--- src/rtl/multicycle_ctrl.sv ---
// Multi-cycle MIPS control FSM: sequences fetch/decode/execute/memory/writeback,
// stalls on the memory req/ready handshake and traps unknown opcodes/functs.
module multicycle_ctrl #(
    parameter int          OP_W         = 6,
    parameter int          FUNCT_W      = 6,
    parameter int          ALU_OP_W     = 4,
    parameter logic [1:0]  TRAP_VEC_SEL = 2'b11
) (
    input  logic                clk,
    input  logic                rstn,
    input  logic                run,
    input  logic [OP_W-1:0]     op,
    input  logic [FUNCT_W-1:0]  funct,
    input  logic                zero,
    input  logic                mem_ready,
    output logic                mem_req,
    output logic                mem_we,
    output logic                iord,
    output logic                ir_write,
    output logic                pc_write,
    output logic [1:0]          pc_src,
    output logic                reg_write,
    output logic [1:0]          reg_dst,
    output logic [1:0]          mem_to_reg,
    output logic                alu_src_a,
    output logic [1:0]          alu_src_b,
    output logic                ext_op,
    output logic [ALU_OP_W-1:0] alu_op,
    output logic                illegal,
    output logic [3:0]          state
);

    typedef enum logic [3:0] {
        S_IDLE     = 4'd0,
        S_FETCH    = 4'd1,
        S_DECODE   = 4'd2,
        S_EXEC_R   = 4'd3,
        S_EXEC_I   = 4'd4,
        S_MEM_ADDR = 4'd5,
        S_MEM_RD   = 4'd6,
        S_MEM_WR   = 4'd7,
        S_WB_ALU   = 4'd8,
        S_WB_MEM   = 4'd9,
        S_BRANCH   = 4'd10,
        S_JUMP     = 4'd11,
        S_TRAP     = 4'd12
    } state_t;

    localparam logic [OP_W-1:0] OP_RTYPE = OP_W'('h00);
    localparam logic [OP_W-1:0] OP_J     = OP_W'('h02);
    localparam logic [OP_W-1:0] OP_JAL   = OP_W'('h03);
    localparam logic [OP_W-1:0] OP_BEQ   = OP_W'('h04);
    localparam logic [OP_W-1:0] OP_BNE   = OP_W'('h05);
    localparam logic [OP_W-1:0] OP_ADDI  = OP_W'('h08);
    localparam logic [OP_W-1:0] OP_ORI   = OP_W'('h0D);
    localparam logic [OP_W-1:0] OP_LW    = OP_W'('h23);
    localparam logic [OP_W-1:0] OP_SW    = OP_W'('h2B);

    localparam logic [FUNCT_W-1:0] F_ADD  = FUNCT_W'('h20);
    localparam logic [FUNCT_W-1:0] F_ADDU = FUNCT_W'('h21);
    localparam logic [FUNCT_W-1:0] F_SUB  = FUNCT_W'('h22);
    localparam logic [FUNCT_W-1:0] F_SUBU = FUNCT_W'('h23);
    localparam logic [FUNCT_W-1:0] F_AND  = FUNCT_W'('h24);
    localparam logic [FUNCT_W-1:0] F_OR   = FUNCT_W'('h25);
    localparam logic [FUNCT_W-1:0] F_SLT  = FUNCT_W'('h2A);
    localparam logic [FUNCT_W-1:0] F_SLTU = FUNCT_W'('h2B);

    localparam logic [ALU_OP_W-1:0] ALU_ADD  = ALU_OP_W'(0);
    localparam logic [ALU_OP_W-1:0] ALU_SUB  = ALU_OP_W'(1);
    localparam logic [ALU_OP_W-1:0] ALU_AND  = ALU_OP_W'(2);
    localparam logic [ALU_OP_W-1:0] ALU_OR   = ALU_OP_W'(3);
    localparam logic [ALU_OP_W-1:0] ALU_SLT  = ALU_OP_W'(4);
    localparam logic [ALU_OP_W-1:0] ALU_SLTU = ALU_OP_W'(5);
    localparam logic [ALU_OP_W-1:0] ALU_NOP  = '1;

    state_t state_q, state_d;
    logic   illegal_q, illegal_d;

    logic [ALU_OP_W-1:0] r_alu;
    logic                r_ok;

    // R-type funct decode; r_ok low sends EXEC_R to TRAP
    always_comb begin
        r_alu = ALU_NOP;
        r_ok  = 1'b1;
        case (funct)
            F_ADD, F_ADDU: r_alu = ALU_ADD;
            F_SUB, F_SUBU: r_alu = ALU_SUB;
            F_AND:         r_alu = ALU_AND;
            F_OR:          r_alu = ALU_OR;
            F_SLT:         r_alu = ALU_SLT;
            F_SLTU:        r_alu = ALU_SLTU;
            default:       r_ok  = 1'b0;
        endcase
    end

    always_comb begin
        state_d    = state_q;
        mem_req    = 1'b0;
        mem_we     = 1'b0;
        iord       = 1'b0;
        ir_write   = 1'b0;
        pc_write   = 1'b0;
        pc_src     = 2'b00;
        reg_write  = 1'b0;
        reg_dst    = 2'b00;
        mem_to_reg = 2'b00;
        alu_src_a  = 1'b0;
        alu_src_b  = 2'b00;
        ext_op     = 1'b0;
        alu_op     = ALU_NOP;
        case (state_q)
            S_IDLE: begin
                if (run) state_d = S_FETCH;
            end
            S_FETCH: begin
                mem_req   = 1'b1;
                alu_src_b = 2'b01;
                alu_op    = ALU_ADD;
                if (mem_ready) begin
                    ir_write = 1'b1;
                    pc_write = 1'b1;
                    state_d  = S_DECODE;
                end
            end
            S_DECODE: begin
                // ALU precomputes the branch target into ALUOut
                alu_src_b = 2'b11;
                ext_op    = 1'b1;
                alu_op    = ALU_ADD;
                case (op)
                    OP_RTYPE:       state_d = S_EXEC_R;
                    OP_LW, OP_SW:   state_d = S_MEM_ADDR;
                    OP_ADDI, OP_ORI: state_d = S_EXEC_I;
                    OP_BEQ, OP_BNE: state_d = S_BRANCH;
                    OP_J, OP_JAL:   state_d = S_JUMP;
                    default:        state_d = S_TRAP;
                endcase
            end
            S_EXEC_R: begin
                alu_src_a = 1'b1;
                alu_op    = r_alu;
                state_d   = r_ok ? S_WB_ALU : S_TRAP;
            end
            S_EXEC_I: begin
                alu_src_a = 1'b1;
                alu_src_b = 2'b10;
                if (op == OP_ORI) begin
                    alu_op = ALU_OR;
                end else begin
                    ext_op = 1'b1;
                    alu_op = ALU_ADD;
                end
                state_d = S_WB_ALU;
            end
            S_WB_ALU: begin
                reg_write = 1'b1;
                reg_dst   = (op == OP_RTYPE) ? 2'b01 : 2'b00;
                state_d   = S_FETCH;
            end
            S_MEM_ADDR: begin
                alu_src_a = 1'b1;
                alu_src_b = 2'b10;
                ext_op    = 1'b1;
                alu_op    = ALU_ADD;
                state_d   = (op == OP_SW) ? S_MEM_WR : S_MEM_RD;
            end
            S_MEM_RD: begin
                mem_req = 1'b1;
                iord    = 1'b1;
                if (mem_ready) state_d = S_WB_MEM;
            end
            S_WB_MEM: begin
                reg_write  = 1'b1;
                mem_to_reg = 2'b01;
                state_d    = S_FETCH;
            end
            S_MEM_WR: begin
                mem_req = 1'b1;
                mem_we  = 1'b1;
                iord    = 1'b1;
                if (mem_ready) state_d = S_FETCH;
            end
            S_BRANCH: begin
                alu_src_a = 1'b1;
                alu_op    = ALU_SUB;
                pc_src    = 2'b01;
                pc_write  = (op == OP_BNE) ? ~zero : zero;
                state_d   = S_FETCH;
            end
            S_JUMP: begin
                pc_write = 1'b1;
                pc_src   = 2'b10;
                // PC already holds PC+4, so it is the link value
                if (op == OP_JAL) begin
                    reg_write  = 1'b1;
                    reg_dst    = 2'b10;
                    mem_to_reg = 2'b10;
                end
                state_d = S_FETCH;
            end
            S_TRAP: begin
                pc_write = 1'b1;
                pc_src   = TRAP_VEC_SEL;
                state_d  = S_FETCH;
            end
            default: state_d = S_IDLE;
        endcase
    end

    // flag rises as TRAP is entered so it is visible during the trap cycle
    assign illegal_d = illegal_q | (state_d == S_TRAP);

    always_ff @(posedge clk or negedge rstn) begin
        if (!rstn) begin
            state_q   <= S_IDLE;
            illegal_q <= 1'b0;
        end else begin
            state_q   <= state_d;
            illegal_q <= illegal_d;
        end
    end

    assign illegal = illegal_q;
    assign state   = state_q;

endmodule

--- config.mk ---
export PLATFORM = sky130hd
export DESIGN_NAME = multicycle_ctrl
export DESIGN_NICKNAME = d
export VERILOG_FILES = /design/src/rtl/multicycle_ctrl.sv
export SDC_FILE = /design/constraint.sdc
export NUM_CORES = 1
export LEC_CHECK = 0
export ABC_AREA = 1
export BUFFER_PORTS_ARGS = -buffer_cell sky130_fd_sc_hd__buf_2
export CAP_MARGIN = 30
export CORE_ASPECT_RATIO = 1.1
export CORE_MARGIN = 2
export CORE_UTILIZATION = 46
export CTS_CLUSTER_SIZE = 28
export DETAILED_ROUTE_END_ITERATION = 7
export PLACE_DENSITY = 0.81
export SETUP_SLACK_MARGIN = 0.05
export SYNTH_ARGS = -nofsm -noshare
export SYNTH_HDL_FRONTEND = slang
export SYNTH_SLANG_ARGS = --single-unit
--- constraint.sdc ---
create_clock -name clk -period 2.7 [get_ports clk]
set_input_delay 0.27 -clock clk [delete_from_list [all_inputs] [get_ports clk]]
set_output_delay 0.27 -clock clk [all_outputs]
set_load 0.005 [all_outputs]
==> run_results.csv, run 1 <==
group,metric,value,unit
status,status,"finished clean",
final_layout,layout.nets,192,
grt,antenna_found_initial,0,
yosys,synth_top_area_share,17.3,%
grt,grt_pass1_vias,846,
final_layout,design_area,980,µm²
floorplan,io_pins,42,
placement,place_inst,186,
pwr,power.leakage,0.633,nW
final_layout,fin_util,64.4,%
timing,min_period,1.95,ns
drt,wire_per_inst,10.3,µm
final_layout,final_cells,191,
yosys,synth_cell_type_count,23,
setup_path,path_class,"flip-flop to output pin",
final_layout,area_delta_synth_final,35.2,%
yosys,yosys_warnings,0,
drt,viasPerCell,4.96,
timing,tns,0,ns
clock_tree,cts_tree,"built",
yosys,ys_ff_latch,5,
final_layout,drive_above_1_share,32.8,%
drt,firstDrtPassIters,4,
floorplan,row_count,15,
yosys,synth_area_leader_cell,"dfrtp_1",
placement,gp_congestion,0.958,
timing,setup_viol,0,
pwr,power_density,871,nW/µm²
grt,grt_pass1_wl,3.20,mm
timing,setup_ws,0.749,ns
placement,dpl.hpwl,1.68,mm
placement,portBuffers,41,
placement,post_dp_cell_area,943,µm²
floorplan,fp.dieArea,1910,µm²
clock_tree,clkTransAtPathRegs,0.04,ns
floorplan,initial_core_util,47.7,%
min_path,hold_path.class,"input pin to async pin",
floorplan,dieWidth,41.8,µm
timing,max_slew_margin,79.6,%
pwr,finalPower,0.853,mW
setup_path,end_kind,"output pin",
timing,hold_viol_final,0,
yosys,syn_area_per_cell,5.62,µm²
timing,period_share,72.3,%
clock_tree,cts_max_path_buffers,2,
clock_tree,cts_root_buf,"clkbuf_4",
timing,worstMarginPinSlew,0.303,ns
drt,wl,1.98,mm
timing,max_freq,513,MHz
timing,whs,0.362,ns
grt,grt_overflow,0,
setup_path,startpoint_type,"flip-flop",
grt,gr-usage-all-layers,21.8,%
flow_run,max_cap_violations,0,
yosys,postSynthCellCount,129,
floorplan,placeableCoreArea,1520,µm²
setup_path,path_max_fanout,8,
yosys,netlist_area,724,µm²
drt,vias,947,
timing,slew_violations,0,
yosys,synth_area_leaders,"dfrtp_1, nand2_1, inv_1",
timing,rsz0062_at_grt,"no",
pwr,peakVddDrop,0.000521,V
drt,first_iter_violations,26,
clock_tree,clock-sinks,5,
clock_tree,h-tree-depth,1,
floorplan,die_y,45.6,µm
yosys,ys_seq_area_share,17.3,%
clock_tree,clock_latency,0.25,ns
drt,drc,0,
clock_tree,cts_buffers,3,
drt,antenna_left,0,
timing,skew,0.00171,ns
placement,preCtsSetupSlack,1.02,ns
setup_path,cp.required,2.43,ns
grt,grt_max_degree,9,
final_layout,n_antenna_cell,0,
yosys,synthesis.nets,146,
setup_path,critPathArrivalTime,1.68,ns
## state kept, by name, indices dropped and copies added (netlist names)
signal,flops
state,4
illegal,1
## critical path: stages, from the launching register on
cell,delay [ns]
dfrtp_1,0.45
nor2_1,0.25
inv_2,0.10
nor2_4,0.15
inv_1,0.07
nor2_1,0.15
a21oi_1,0.08
nand3_2,0.08
buf_2,0.10
## layer usage
| layer | global-route usage [%] | routed length [µm] |
|---|---|---|
| met1 | 27.0 | 872 |
| met2 | 38.4 | 974 |
| met3 | 4.76 | 129 |
| met4 | 5.81 | 0 |
| met5 | 0 | 0 |
## logic make-up after synthesis
group,count (synthesis),synth area share [%]
simple gates,82,56.0
xor+xnor,1,1.21
flops,5,17.3
compound gates,12,10.0
buf+inv,29,15.5
## cell usage in the layout, fill, tap and decap left out, types with 2 or more instances in the layout
master / instances
buf_2: 41
nand2_1: 30
inv_1: 27
nor2_1: 18
nand3_1: 14
nor3_1: 6
dfrtp_1: 5
nor2_4: 4
o21ai_0: 4
nor2_2: 3
a21oi_1: 3
clkbuf_4: 3
nand3_2: 2
nand4_1: 2
## power by group
part	total [mW]	internal, mW	switching, mW
Sequential	0.132	0.101	0.0316
Combinational	0.633	0.252	0.381
Clock	0.0883	0.0560	0.0323
Total	0.853	0.409	0.444
## path summary, 6_finish.rpt
path | start | end | slack (ns) | cells after the start
hold reg to reg | illegal | illegal | 0.45 | 2
setup / recovery | state[1] | alu_op[0] | 0.75 | 8
max in group asynchronous | rstn | illegal | 2.21 | 2
hold / removal | rstn | state[0] | 0.36 | 2
min in group clk | funct[4] | state[2] | 0.38 | 5
setup reg to reg | state[3] | state[0] | 1.30 | 7
## cell usage after synthesis (all sizes together)
cell type  instances
o211ai             1
a21oi              3
o21ai              5
nand3             16
o21bai             1
nand2             31
dfrtp              5
nand4              2
buf                1
xor2               1
nor3               7
nor2              25
inv               28
a31oi              1
nand3b             1
a211oi             1
## repair_timing
item | 4_1_cts | 5_1_grt
hold buffers | 1 | 0
buffers inserted | 0 | 0
resized for setup | 0 | 0
hold endpoints to repair | 5 | 0
## final cells by class
| cell class | count | area (µm²) |
|---|---|---|
| clock buffers | 4 | 26.3 |
| repair buffers | 42 | 215 |
| well taps | 17 | 21.3 |
| fillers | 150 | 541 |
| flip-flops and latches | 5 | 125 |
| inverters | 28 | 105 |
| multi-input cells | 95 | 487 |
No activity file was read; power rests on OpenSTA's default activity.
==> run 2: changes to the inputs <==
- ABC_AREA: 1 -> 0
- CORE_UTILIZATION: 46 -> 45
- PLACE_DENSITY: 0.81 -> 0.76
- clock period: 2.7 -> 1.8 ns (I/O delays scaled with it)
==> run 2 against run 1 <==
Compared with the run above: the run now ends with negative setup slack left; via count up 18%; global-route usage rose by 2.2 points; critical path depth is 3 lower.
==> run_results.csv, run 2 <==
group,metric,value,unit
yosys,synth_top_family_by_area,"simple AND/OR/NAND/NOR gates",
timing,skew,0.00154,ns
drt,wl,2.74,mm
final_layout,multiInputGateArea,682,µm²
yosys,synth_ff_type,"dfrtp_1",
grt,grt_pass1_vias,945,
clock_tree,cts_buffers,3,
yosys,synth_top_area_share,14.6,%
placement,dpl.hpwl,1.99,mm
yosys,yosys_warnings,0,
grt,gr-usage-all-layers,24.0,%
drt,firstDrtPassIters,4,
yosys,synth_cell_type_count,41,
yosys,synth-edff-count,0,
drt,drc,0,
timing,period_share,105,%
pwr,peakVddDrop,0.000703,V
final_layout,final_cell_mix,"buf_2, nor2_1, buf_4",
floorplan,placeableCoreArea,1780,µm²
floorplan,initial_core_util,48.1,%
placement,post_dp_cell_area,1060,µm²
grt,grt_pass1_wl,4.05,mm
final_layout,largest_reg_flops,4,
timing,min_period,1.88,ns
yosys,ys_ff_latch,5,
timing,max_freq,531,MHz
placement,portBuffers,41,
setup_path,startpoint_type,"flip-flop",
status,status,"complete, but fails checks",
final_layout,mostFrequentLayoutCell,"buf_2",
timing,hold_viol_final,0,
setup_path,critPathArrivalTime,1.70,ns
grt,grt_max_degree,16,
yosys,postSynthCellCount,117,
yosys,synth_area_leaders,"dfrtp_1, nor2_1, nand2b_1",
final_layout,regArea,128,µm²
timing,rsz0062_at_grt,"yes",
clock_tree,cts_root_buf,"clkbuf_4",
yosys,synth_compound_area_share,30.5,%
setup_path,path_max_fanout,5,
floorplan,row_count,16,
floorplan,fp.dieArea,2270,µm²
clock_tree,clock_latency,0.24,ns
yosys,muxShareOfSynthArea,1.75,%
clock_tree,clock-sinks,5,
timing,slew_violations,0,
setup_path,cp.required,1.62,ns
yosys,synth_fa_ha_area_share,0,%
grt,antenna_found_initial,0,
timing,setup_ws,-0.0819,ns
floorplan,dieWidth,45.6,µm
setup_path,path_class,"flip-flop to output pin",
clock_tree,h-tree-depth,1,
yosys,synthMostInstantiatedCell,"nor2_1",
grt,grt_overflow,0,
yosys,synth_area_leader_cell,"dfrtp_1",
yosys,synth_xor_area_share,2.04,%
yosys,synthesis.nets,134,
final_layout,n_antenna_cell,0,
setup_path,end_kind,"output pin",
final_layout,drive_above_1_share,47.6,%
timing,worstMarginPinSlew,0.504,ns
yosys,synth-simple-area-share,37.2,%
yosys,netlist_area,857,µm²
min_path,hold_path.class,"input pin to async pin",
flow_run,max_cap_violations,0,
final_layout,design_area,1230,µm²
final_layout,area_delta_synth_final,43.4,%
drt,vias,1119,
floorplan,io_pins,42,
drt,viasPerCell,5.95,
timing,tns,-0.114,ns
status,violations,"negative setup slack",
pwr,power_density,1490,nW/µm²
clock_tree,cts_max_path_buffers,2,
drt,wire_per_inst,14.5,µm
timing,setup_viol,2,
drt,antenna_left,0,
drt,first_iter_violations,36,
timing,max_slew_margin,66.3,%
yosys,ys_seq_area_share,14.6,%
final_layout,layout.nets,188,
clock_tree,cts_tree,"built",
pwr,power.leakage,0.583,nW
yosys,ys_top_cells_by_count,"nor2_1, a21oi_1, nand2_1, nand2b_1",
final_layout,fillers,154,
placement,gp_congestion,0.842,
clock_tree,clkTransAtPathRegs,0.05,ns
yosys,syn_area_per_cell,7.33,µm²
floorplan,die_y,49.8,µm
yosys,synthArstFlopShare,100,%
run 2: cell count changes in the layout (fill, tap and decap cells not counted), sizes merged, moves of 4 or more:
cell    delta
nand2     -24
inv       -22
buf       +17
nand3     -16
nand2b     +7
nor2       -7
nor2b      +6
a21oi      +4
run 2: path summary, 6_finish.rpt:
check | from | to | slack [ns] | cells past startpoint
worst max-delay path | state[3] | alu_op[0] | -0.08 | 5
worst min-delay path | rstn | illegal | 0.28 | 2
worst max register to register | state[0] | state[2] | 0.17 | 5
worst min register to register | illegal | illegal | 0.47 | 2
max in group asynchronous | rstn | state[3] | 1.37 | 2
min in group clk | mem_ready | state[2] | 0.34 | 4
run 2: where the power goes:
part,internal [mW],switching [mW]
clock network,0.0839,0.0474
registers,0.158,0.0550
logic,0.741,0.750
total,0.983,0.852
run 2: layout make-up:
class | count | area share [%]
Inverter | 6 | 1.83
Multi-Input combinational cell | 96 | 55.5
Sequential cell | 5 | 10.4
Timing Repair Buffer | 59 | 28.3
Clock buffer | 4 | 2.14
Tap cell | 18 | 1.83
run 2: routing by layer:
metal	track usage [%]	vias up	share of wire (%)
met5	0	-	0
met4	11.3	0	1.5
met3	3.30	6	6.4
met2	39.0	62	51
met1	30.0	513	41
li1	-	538	-
run 2: logic make-up after synthesis:
family,after synthesis
mux,1
xor+xnor,2
buf+inv,16
flops,5
simple gates,58
compound gates,35
run 2: repair_timing:
item | in CTS | in global routing
setup endpoints to repair | 4 | 10
gates resized for setup | 1 | 17
endpoints found under the hold margin | 5 | 0
gates cloned | 0 | 1
pin swaps | 0 | 4
setup buffers | 2 | 5
hold buffers | 1 | 0
run 2: stage by stage:
stage                     instances  setup slack [ns]  hold WS [ns]  util, %  total power, mW
after floorplan                 117             0.251        -0.116        -             1.04
after global placement          175             0.204      -0.00513     59.3             1.38
after detailed placement        175             0.173      -0.00237     59.3             1.41
after CTS                       182           -0.0640         0.281     62.3             1.58
after global routing            188            -0.140         0.311     69.0             1.98
final                           188           -0.0819         0.283     69.0             1.84
run 2: worst max-delay path, stage by stage (launching register included):
cell and delay, ns:
dfrtp_2 0.43, or3b_4 0.43, a31oi_4 0.16, a211oi_2 0.06, a221o_1 0.26, buf_2 0.12
==> run 3: changes to the inputs <==
--- a/config.mk
+++ b/config.mk
@@ -17,2 +17,3 @@
 export SETUP_SLACK_MARGIN = 0.05
+export SKIP_CTS_REPAIR_TIMING = 1
 export SYNTH_ARGS = -nofsm -noshare
==> constraint.sdc (replaced) <==
create_clock -name clk -period 1.8 [get_ports clk]
set_input_delay 0.09 -clock clk [delete_from_list [all_inputs] [get_ports clk]]
set_output_delay 0.09 -clock clk [all_outputs]
set_load 0.005 [all_outputs]
==> run 3 against run 2 <==
Compared with the run above: cell area down 8.7%; via count shrank 5.9%; cell count is 5.3% lower; worst hold slack got worse by 0.10 ns; critical path type unchanged; the run now ends clean.
==> run_results.csv, run 3 (synthesized netlist as in run 2, its figures left out) <==
group,metric,value,unit
final_layout,layout.nets,178,
grt,gr-usage-all-layers,21.9,%
timing,worstMarginPinSlew,0.490,ns
flow_run,max_cap_violations,0,
setup_path,cp.required,1.71,ns
setup_path,end_kind,"output pin",
floorplan,row_count,16,
floorplan,die_y,49.8,µm
pwr,finalPower,1.63,mW
grt,grt_overflow,0,
setup_path,crit_chain,"or3b_4, a31oi_4, a211oi_2, a221o_1, buf_2",
clock_tree,cts_root_buf,"clkbuf_4",
timing,tns,0,ns
floorplan,fp.dieArea,2270,µm²
drt,antenna_left,0,
pwr,power_density,1450,nW/µm²
drt,vias,1053,
placement,gp_congestion,0.885,
timing,max_freq,560,MHz
pwr,power.leakage,0.522,nW
setup_path,startpoint_type,"flip-flop",
pwr,intPower,0.846,mW
floorplan,io_pins,42,
clock_tree,cts_tree,"built",
pwr,p_clk_share,7.9,%
setup_path,path_max_fanout,6,
placement,dpl.hpwl,1.89,mm
clock_tree,cts_max_path_buffers,2,
clock_tree,clock-sinks,5,
setup_path,cp_slowest_cell,"or3b_4",
final_layout,mostFrequentLayoutCell,"buf_2",
drt,wl,2.48,mm
clock_tree,cts_buffers,3,
timing,hold_viol_final,0,
grt,antenna_found_initial,0,
drt,firstDrtPassIters,6,
grt,grt_max_degree,18,
pwr,peakVddDrop,0.000567,V
floorplan,initial_core_util,48.1,%
final_layout,drive_above_1_share,40.6,%
final_layout,largest_reg_flops,4,
pwr,p_switching,0.783,mW
timing,skew,0.000745,ns
timing,setup_viol,0,
pwr,pwr-share-comb,79.6,%
floorplan,dieWidth,45.6,µm
clock_tree,h-tree-depth,1,
drt,first_iter_violations,54,
timing,period_share,99.2,%
drt,viasPerCell,5.92,
final_layout,final_cell_mix,"buf_2, nor2_1, nand2_1, a21oi_1, buf_4",
drt,wire_per_inst,13.9,µm
setup_path,cp_slowest_stage_delay,0.43,ns
final_layout,area_delta_synth_final,30.9,%
timing,whs,0.184,ns
timing,min_period,1.79,ns
status,status,"finished clean",
grt,grt_pass1_vias,810,
setup_path,path_class,"flip-flop to output pin",
final_layout,n_antenna_cell,0,
pwr,seqPwrFrac,12.5,%
placement,portBuffers,41,
timing,slew_violations,0,
timing,rsz0062_at_grt,"yes",
pwr,p_sw_share,48.1,%
clock_tree,clock_latency,0.24,ns
grt,grt_pass1_wl,3.69,mm
timing,max_slew_margin,67.3,%
min_path,hold_path.class,"input pin to async pin",
floorplan,placeableCoreArea,1780,µm²
setup_path,critPathArrivalTime,1.70,ns
drt,drc,0,
clock_tree,clkTransAtPathRegs,0.04,ns
==> run 3: worst paths after layout <==
check | cells after the start | startpoint | to | slack, ns
hold reg to reg | 2 | illegal | illegal | 0.47
setup reg to reg | 4 | state[0] | state[2] | 0.39
hold / removal | 2 | rstn | state[3] | 0.18
max in group asynchronous | 2 | rstn | state[0] | 1.49
setup / recovery | 5 | state[2] | alu_op[0] | 0.01
min in group clk | 4 | mem_ready | state[2] | 0.23
==> run 3: layout make-up <==
| type | instances | area, µm² |
|---|---|---|
| well taps | 18 | 22.5 |
| multi-input cells | 96 | 652 |
| flip-flops and latches | 5 | 125 |
| inverters | 6 | 22.5 |
| clock buffers | 4 | 26.3 |
| repair buffers | 49 | 274 |
| fillers | 163 | 659 |
==> run 3: power groups by stage <==
stage	Combinational (mW)	Sequential, mW	Clock, mW
2_1_floorplan	0.847	0.195	0
3_3_place_gp	1.17	0.197	0
3_5_place_dp	1.19	0.199	0
4_1_cts	1.19	0.197	0.131
5_1_grt	1.42	0.211	0.145
6_report	1.30	0.203	0.129
==> run 3: per-layer routing <==
layer | routed length [µm] | GRT usage [%] | up-vias | part of all wire (%)
li1 | - | - | 521 | -
met1 | 990 | 29.5 | 472 | 40
met2 | 1260 | 35.0 | 56 | 51
met3 | 193 | 2.56 | 4 | 7.8
met4 | 35 | 7.35 | 0 | 1.4
met5 | 0 | 0 | - | 0
==> run 3: metrics by stage <==
| stage | util [%] | std cells | area (µm²) | setup slack (ns) |
|---|---|---|---|---|
| 6_report | 63.0 | 178 | 1120 | 0.0147 |
| 5_1_grt | 63.0 | 178 | 1120 | -0.0722 |
| 4_1_cts | 59.9 | 177 | 1070 | 0.0304 |
| 3_5_place_dp | 58.4 | 173 | 1040 | 0.287 |
| 3_3_place_gp | 58.4 | 173 | 1040 | 0.298 |
| 2_1_floorplan | - | 117 | 857 | 0.341 |
==> run 3: critical path: cells and delay by family, from the launching register on <==
family          cells  cell delay, ns
simple gates        1            0.43
flops               1            0.42
buf+inv             1            0.13
compound gates      3            0.48
